==> config.mk <==
export PLATFORM = sky130hd
export DESIGN_NAME = flit_ejector
export DESIGN_NICKNAME = d
export VERILOG_FILES = /design/src/rtl/flit_ejector_pkg.sv /design/src/rtl/flit_ejector_fifo.sv /design/src/rtl/flit_ejector.sv
export SDC_FILE = /design/constraint.sdc
export NUM_CORES = 1
export LEC_CHECK = 0
export ABC_AREA = 0
export CAP_MARGIN = 25
export CORE_MARGIN = 4
export CORE_UTILIZATION = 35
export CTS_BUF_LIST = sky130_fd_sc_hd__clkbuf_16
export DETAILED_ROUTE_END_ITERATION = 10
export PLACE_DENSITY = 0.51
export REMOVE_ABC_BUFFERS = 1
export SYNTH_ARGS = -nofsm -noshare
export SYNTH_HDL_FRONTEND = slang
export SYNTH_HIERARCHICAL = 1
export SYNTH_SLANG_ARGS = --single-unit
==> constraint.sdc <==
create_clock -name clk -period 3.8 [get_ports clk]
set_input_delay 0.76 -clock clk [delete_from_list [all_inputs] [get_ports clk]]
set_output_delay 0.76 -clock clk [all_outputs]
set_load 0.02 [all_outputs]
==> src/rtl/flit_ejector_pkg.sv <==
// Shared flit layout and encodings for the flit ejector and its receive FIFO.
package flit_ejector_pkg;

  localparam int unsigned FLIT_W    = 73;
  localparam int unsigned FIFO_W    = 72;

  localparam int unsigned F_VALID   = 72;
  localparam int unsigned F_TYPE_HI = 71;
  localparam int unsigned F_TYPE_LO = 70;
  localparam int unsigned F_DST_HI  = 69;
  localparam int unsigned F_DST_LO  = 65;
  localparam int unsigned F_PAY_HI  = 63;
  localparam int unsigned F_PAY_LO  = 0;

  // Header fields carried in the payload of head/single flits
  localparam int unsigned H_SRC_HI  = 63;
  localparam int unsigned H_SRC_LO  = 56;
  localparam int unsigned H_LEN_HI  = 47;
  localparam int unsigned H_LEN_LO  = 42;
  localparam int unsigned H_ID_HI   = 41;
  localparam int unsigned H_ID_LO   = 36;

  typedef enum logic [1:0] {
    FT_HEAD   = 2'b00,
    FT_BODY   = 2'b01,
    FT_TAIL   = 2'b10,
    FT_SINGLE = 2'b11
  } flit_type_e;

  typedef enum logic [1:0] {
    ST_IDLE,
    ST_BODY,
    ST_DELIVER,
    ST_DROP
  } ej_state_e;

endpackage

==> src/rtl/flit_ejector_fifo.sv <==
// Receive FIFO (module flit_fifo): first-word fall-through, write gated on the pre-pop fullness.
module flit_fifo #(
  parameter int unsigned DEPTH = 4,
  parameter int unsigned WIDTH = 72
) (
  input  logic             clk,
  input  logic             rst,
  input  logic             wr_en_i,
  input  logic [WIDTH-1:0] wr_data_i,
  input  logic             rd_en_i,
  output logic [WIDTH-1:0] rd_data_o,
  output logic             empty_o,
  output logic             full_o
);

  localparam int unsigned AW = (DEPTH > 1) ? $clog2(DEPTH) : 1;
  localparam int unsigned CW = AW + 1;
  localparam logic [CW-1:0] FULL_CNT = CW'(DEPTH);

  logic [WIDTH-1:0] mem_q [DEPTH];
  logic [AW-1:0]    wr_ptr_q, rd_ptr_q;
  logic [CW-1:0]    count_q;
  logic             push, pop;

  assign empty_o   = (count_q == '0);
  assign full_o    = (count_q == FULL_CNT);
  assign push      = wr_en_i & ~full_o & ~rst;
  assign pop       = rd_en_i & ~empty_o & ~rst;
  assign rd_data_o = mem_q[rd_ptr_q];

  always_ff @(posedge clk) begin
    if (push) begin
      mem_q[wr_ptr_q] <= wr_data_i;
    end
  end

  always_ff @(posedge clk) begin
    if (rst) begin
      wr_ptr_q <= '0;
      rd_ptr_q <= '0;
      count_q  <= '0;
    end else begin
      if (push) wr_ptr_q <= wr_ptr_q + AW'(1);
      if (pop)  rd_ptr_q <= rd_ptr_q + AW'(1);
      unique case ({push, pop})
        2'b10:   count_q <= count_q + CW'(1);
        2'b01:   count_q <= count_q - CW'(1);
        default: count_q <= count_q;
      endcase
    end
  end

endmodule

==> src/rtl/flit_ejector.sv <==
// Network ejection port: buffers router flits, filters by destination and
// hands packet words to the PE with a req/ack handshake, returning one credit per pop.
module flit_ejector
  import flit_ejector_pkg::*;
#(
  parameter int unsigned DEPTH = 4
) (
  input  logic              clk,
  input  logic              rst,
  input  logic [4:0]        local_id,
  input  logic [FLIT_W-1:0] i_flit,
  output logic              o_credit_valid,
  output logic [2:0]        o_credit,
  output logic              o_req_rx,
  input  logic              i_ack_rx,
  output logic [63:0]       o_data,
  output logic [7:0]        o_src,
  output logic [5:0]        o_id,
  output logic [5:0]        o_seq_len,
  output logic              o_last,
  output logic              o_overflow,
  output logic [7:0]        o_drop_cnt
);

  logic              fifo_empty, fifo_full;
  logic [FIFO_W-1:0] front;
  flit_type_e        front_type;
  logic              dst_match;
  logic [63:0]       payload;

  ej_state_e state_q, state_d;
  logic      pop, drop_inc, ld_hdr, ld_single, ld_body;

  logic [63:0] data_q;
  logic [7:0]  src_q;
  logic [5:0]  id_q, seq_len_q;
  logic        last_q, credit_q, overflow_q;
  logic [7:0]  drop_cnt_q;

  flit_fifo #(
    .DEPTH(DEPTH),
    .WIDTH(FIFO_W)
  ) u_fifo (
    .clk      (clk),
    .rst      (rst),
    .wr_en_i  (i_flit[F_VALID]),
    .wr_data_i(i_flit[FIFO_W-1:0]),
    .rd_en_i  (pop),
    .rd_data_o(front),
    .empty_o  (fifo_empty),
    .full_o   (fifo_full)
  );

  assign front_type = flit_type_e'(front[F_TYPE_HI:F_TYPE_LO]);
  assign dst_match  = (front[F_DST_HI:F_DST_LO] == local_id);
  assign payload    = front[F_PAY_HI:F_PAY_LO];

  always_ff @(posedge clk) begin
    if (rst) state_q <= ST_IDLE;
    else     state_q <= state_d;
  end

  always_comb begin
    state_d = state_q;
    unique case (state_q)
      ST_IDLE: begin
        if (!fifo_empty) begin
          if (front_type == FT_HEAD)                     state_d = dst_match ? ST_BODY : ST_DROP;
          else if (front_type == FT_SINGLE && dst_match) state_d = ST_DELIVER;
        end
      end
      ST_BODY: begin
        if (!fifo_empty) begin
          state_d = (front_type == FT_BODY || front_type == FT_TAIL) ? ST_DELIVER : ST_IDLE;
        end
      end
      ST_DELIVER: begin
        if (i_ack_rx) state_d = last_q ? ST_IDLE : ST_BODY;
      end
      ST_DROP: begin
        if (!fifo_empty && (front_type == FT_TAIL || front_type == FT_SINGLE)) state_d = ST_IDLE;
      end
      default: state_d = ST_IDLE;
    endcase
  end

  // A head/single arriving in BODY ends the current packet without being consumed
  always_comb begin
    pop       = 1'b0;
    drop_inc  = 1'b0;
    ld_hdr    = 1'b0;
    ld_single = 1'b0;
    ld_body   = 1'b0;
    unique case (state_q)
      ST_IDLE: begin
        if (!fifo_empty) begin
          pop = 1'b1;
          if (front_type == FT_HEAD || front_type == FT_SINGLE) begin
            ld_hdr    = dst_match;
            ld_single = dst_match && (front_type == FT_SINGLE);
            drop_inc  = !dst_match;
          end else begin
            drop_inc  = 1'b1;
          end
        end
      end
      ST_BODY: begin
        if (!fifo_empty) begin
          if (front_type == FT_BODY || front_type == FT_TAIL) begin
            pop     = 1'b1;
            ld_body = 1'b1;
          end else begin
            drop_inc = 1'b1;
          end
        end
      end
      ST_DROP:    pop = !fifo_empty;
      default:    ;
    endcase
  end

  always_ff @(posedge clk) begin
    if (rst) begin
      data_q     <= '0;
      src_q      <= '0;
      id_q       <= '0;
      seq_len_q  <= '0;
      last_q     <= 1'b0;
      credit_q   <= 1'b0;
      overflow_q <= 1'b0;
      drop_cnt_q <= '0;
    end else begin
      credit_q <= pop;
      if (i_flit[F_VALID] && fifo_full) overflow_q <= 1'b1;
      if (drop_inc && drop_cnt_q != '1) drop_cnt_q <= drop_cnt_q + 8'd1;
      if (ld_hdr) begin
        src_q     <= payload[H_SRC_HI:H_SRC_LO];
        seq_len_q <= payload[H_LEN_HI:H_LEN_LO];
        id_q      <= payload[H_ID_HI:H_ID_LO];
      end
      if (ld_single) begin
        data_q <= {32'd0, payload[31:0]};
        last_q <= 1'b1;
      end
      if (ld_body) begin
        data_q <= payload;
        last_q <= (front_type == FT_TAIL);
      end
    end
  end

  assign o_credit_valid = credit_q;
  assign o_credit       = {2'b00, credit_q};
  assign o_req_rx       = (state_q == ST_DELIVER);
  assign o_data         = data_q;
  assign o_src          = src_q;
  assign o_id           = id_q;
  assign o_seq_len      = seq_len_q;
  assign o_last         = last_q;
  assign o_overflow     = overflow_q;
  assign o_drop_cnt     = drop_cnt_q;

endmodule

==> metrics <==
worst skew pair latency=0.55 ns; Post-CTS Setup Inserts=0; initial antenna violation count=4; Hold Path End=o_data[17]; final setup fails=0; drt wl/cell=slightly above 20 µm; Hold Crit Class=reg2reg; fin crit share=approximately 83%; Final Hold Vio Count=0; row cnt=74; CTS tree=built; Gate power share=7.1%; deepest clock path buffer count=3; post-synthesis area per instance=approximately 18 µm²; Tmin final=3.16 ns; max_cap viols=0; hold path cells=2; startpoint types=flop; cts repair resizes=0; DRC violations left=0; CP Data Required Time=between 4 and 5 ns; element type at the critical path end=flop; P_sw=roughly 0.0020 W; dpl hpwl=18700 µm; pin count of the biggest net entering global routing=67; RSZ-0062 raised after global routing=false; Cell Int Power=between 0.007 and 0.008 W; Pins Over Slew Limit=0; R2R cell count=13; synth warn=6; worst path arrival time=3.63 ns; fmax=316 MHz; grt total ovfl=0; HP Start=o_data[17]; clk_skew=0.0209 ns; number of global-route vias before repair=just under 8k; clock sink count=390; worst vdd ir=around 0.28 mV; sequential power share=between 50 and 60%; Post-Synthesis Cells=800; Total Neg Setup Slack=0 ns; layout cells sized above 1=between 15 and 20%; sw frac=between 20% and 30%; Syn-to-layout area delta=25.6%; Routed Antenna Nets=0; post-layout net count=1086; P per Cell Area=between 500 and 600 nW/µm²; CP max FO=6; Buffers on Ports=between 150 and 200; Die X=roughly 210 µm; clk slew on worst S/H paths=0.06 ns; Rel. slew slack=approximately two fifths; Reg2Reg Setup Slack=roughly 0.64 ns; clock network power share=between 40 and 50%; reg-to-reg endpoint=u_fifo/count_q[2]; io pins=180; Initial Utilization=35.4%; Final GP Congestion=around 0.7; LEAKAGE=between 5 and 6 nW; CTS H-Tree Depth=2; final instance area=18100 µm²; hold_ws=~0.45 ns; status=completed; first-pass GRT wire length=about 48000 µm; die area=approximately 45000 µm²; Vias/cell=just under 5; DRT Pass-1 Iters=4; worst slew pin tran=a little over 0.9 ns; via count=7566; die height=around 210 µm; final WL=about 32000 µm; worst setup path category=reg2reg; Placed Area=between 15000 and 20000 µm²; Hold Buf Count CTS=0; DRT iter0 DRCs=~440; Clock Tree Root=clkbuf_16; total CTS buffers=43; core area=40800 µm²; cell area after synthesis=roughly 14000 µm²; Total Routing Usage GR=between 10% and 20%
-- worst max-delay path, stage by stage, from the launching register on --
cell and delay [ns]:
dfxtp_4 0.40, mux4_1 0.63, inv_1 0.08, ha_1 0.21
nor3b_1 0.08, nor3_1 0.21, o31ai_1 0.15, nor2_1 0.12
ha_1 0.19, inv_1 0.06, fa_1 0.36, xor2_1 0.15
or3_1 0.30, a21oi_1 0.13
-- cells in the final DEF, fill, tap and decap left out, types with 3 or more instances in the layout --
master	n
ha_1	9
dfxtp_1	104
nand2b_1	3
nor3_1	4
a21oi_1	40
mux4_2	69
nor2_1	41
clkbuf_16	45
nor2b_1	3
o21ai_0	4
bufinv_16	3
xnor2_1	9
clkdlybuf4s50_1	175
nand3_1	3
buf_12	7
inv_1	26
xor2_1	4
edfxtp_1	284
nand2_1	70
or3_1	3
buf_4	11
and2_4	4
clkinv_1	11
a22o_1	32
mux2i_1	22
-- power by group through the flow --
stage / Combinational (W) / Sequential, W / Clock (W)
after floorplan: 0.000332 / 0.00487 / 0
after global placement: 0.000670 / 0.00481 / 0
after detailed placement: 0.000675 / 0.00481 / 0
after CTS: 0.000678 / 0.00472 / 0.00406
after global routing: 0.000725 / 0.00473 / 0.00425
final: 0.000659 / 0.00472 / 0.00391
-- layer usage --
| metal | track usage, % | part of all wire [%] | up-vias |
|---|---|---|---|
| li1 | - | - | 3507 |
| met1 | 19.4 | 44 | 3864 |
| met2 | 23.0 | 48 | 141 |
| met3 | 4.23 | 5.6 | 48 |
| met4 | 3.24 | 1.5 | 6 |
| met5 | 0 | 0.13 | - |
-- sequential cells by signal (all words and copies together) (netlist names), named ones only --
register	count
o_credit_valid	1
o_data	64
o_drop_cnt	8
o_id	6
o_last	1
o_overflow	1
o_seq_len	6
o_src	8
state_q	2
u_fifo/count_q	3
u_fifo/mem_q	284
u_fifo/rd_ptr_q	2
u_fifo/wr_ptr_q	2
-- worst max-delay path by stage --
stage / startpoint / end / slack, ns / cells past startpoint
3_3_place_gp: flop / o_data[52] / 0.54 / 7
2_1_floorplan: flop / o_id[0] / -3.18 / 7
4_1_cts: flop / o_data[20] / 0.60 / 7
3_5_place_dp: flop / u_fifo/count_q[2] / 0.62 / 13
6_report: flop / u_fifo/count_q[2] / 0.64 / 13
5_1_grt: flop / u_fifo/count_q[2] / 0.43 / 13
-- area by class of cell --
type                    count  area, µm²
flip-flops and latches    390      10700
diodes                      1       2.50
repair buffers            193       1970
multi-input cells         356       3450
fillers                  3591      22700
clock inverters            33        215
clock buffers              45       1130
well taps                 532        666
inverters                  11       41.3
-- through the flow --
| step | setup slack, ns | utilization, % | std cells | total power (W) |
|---|---|---|---|---|
| 2_1_floorplan | -3.18 | - | 757 | 0.00520 |
| 4_1_cts | 0.598 | 44.4 | 1560 | 0.00946 |
| 3_5_place_dp | 0.621 | 41.1 | 1482 | 0.00549 |
| 3_3_place_gp | 0.540 | 41.1 | 1481 | 0.00548 |
| 6_report | 0.639 | 44.4 | 1561 | 0.00929 |
| 5_1_grt | 0.425 | 44.4 | 1560 | 0.00970 |
No activity file was read; power rests on OpenSTA's default activity.
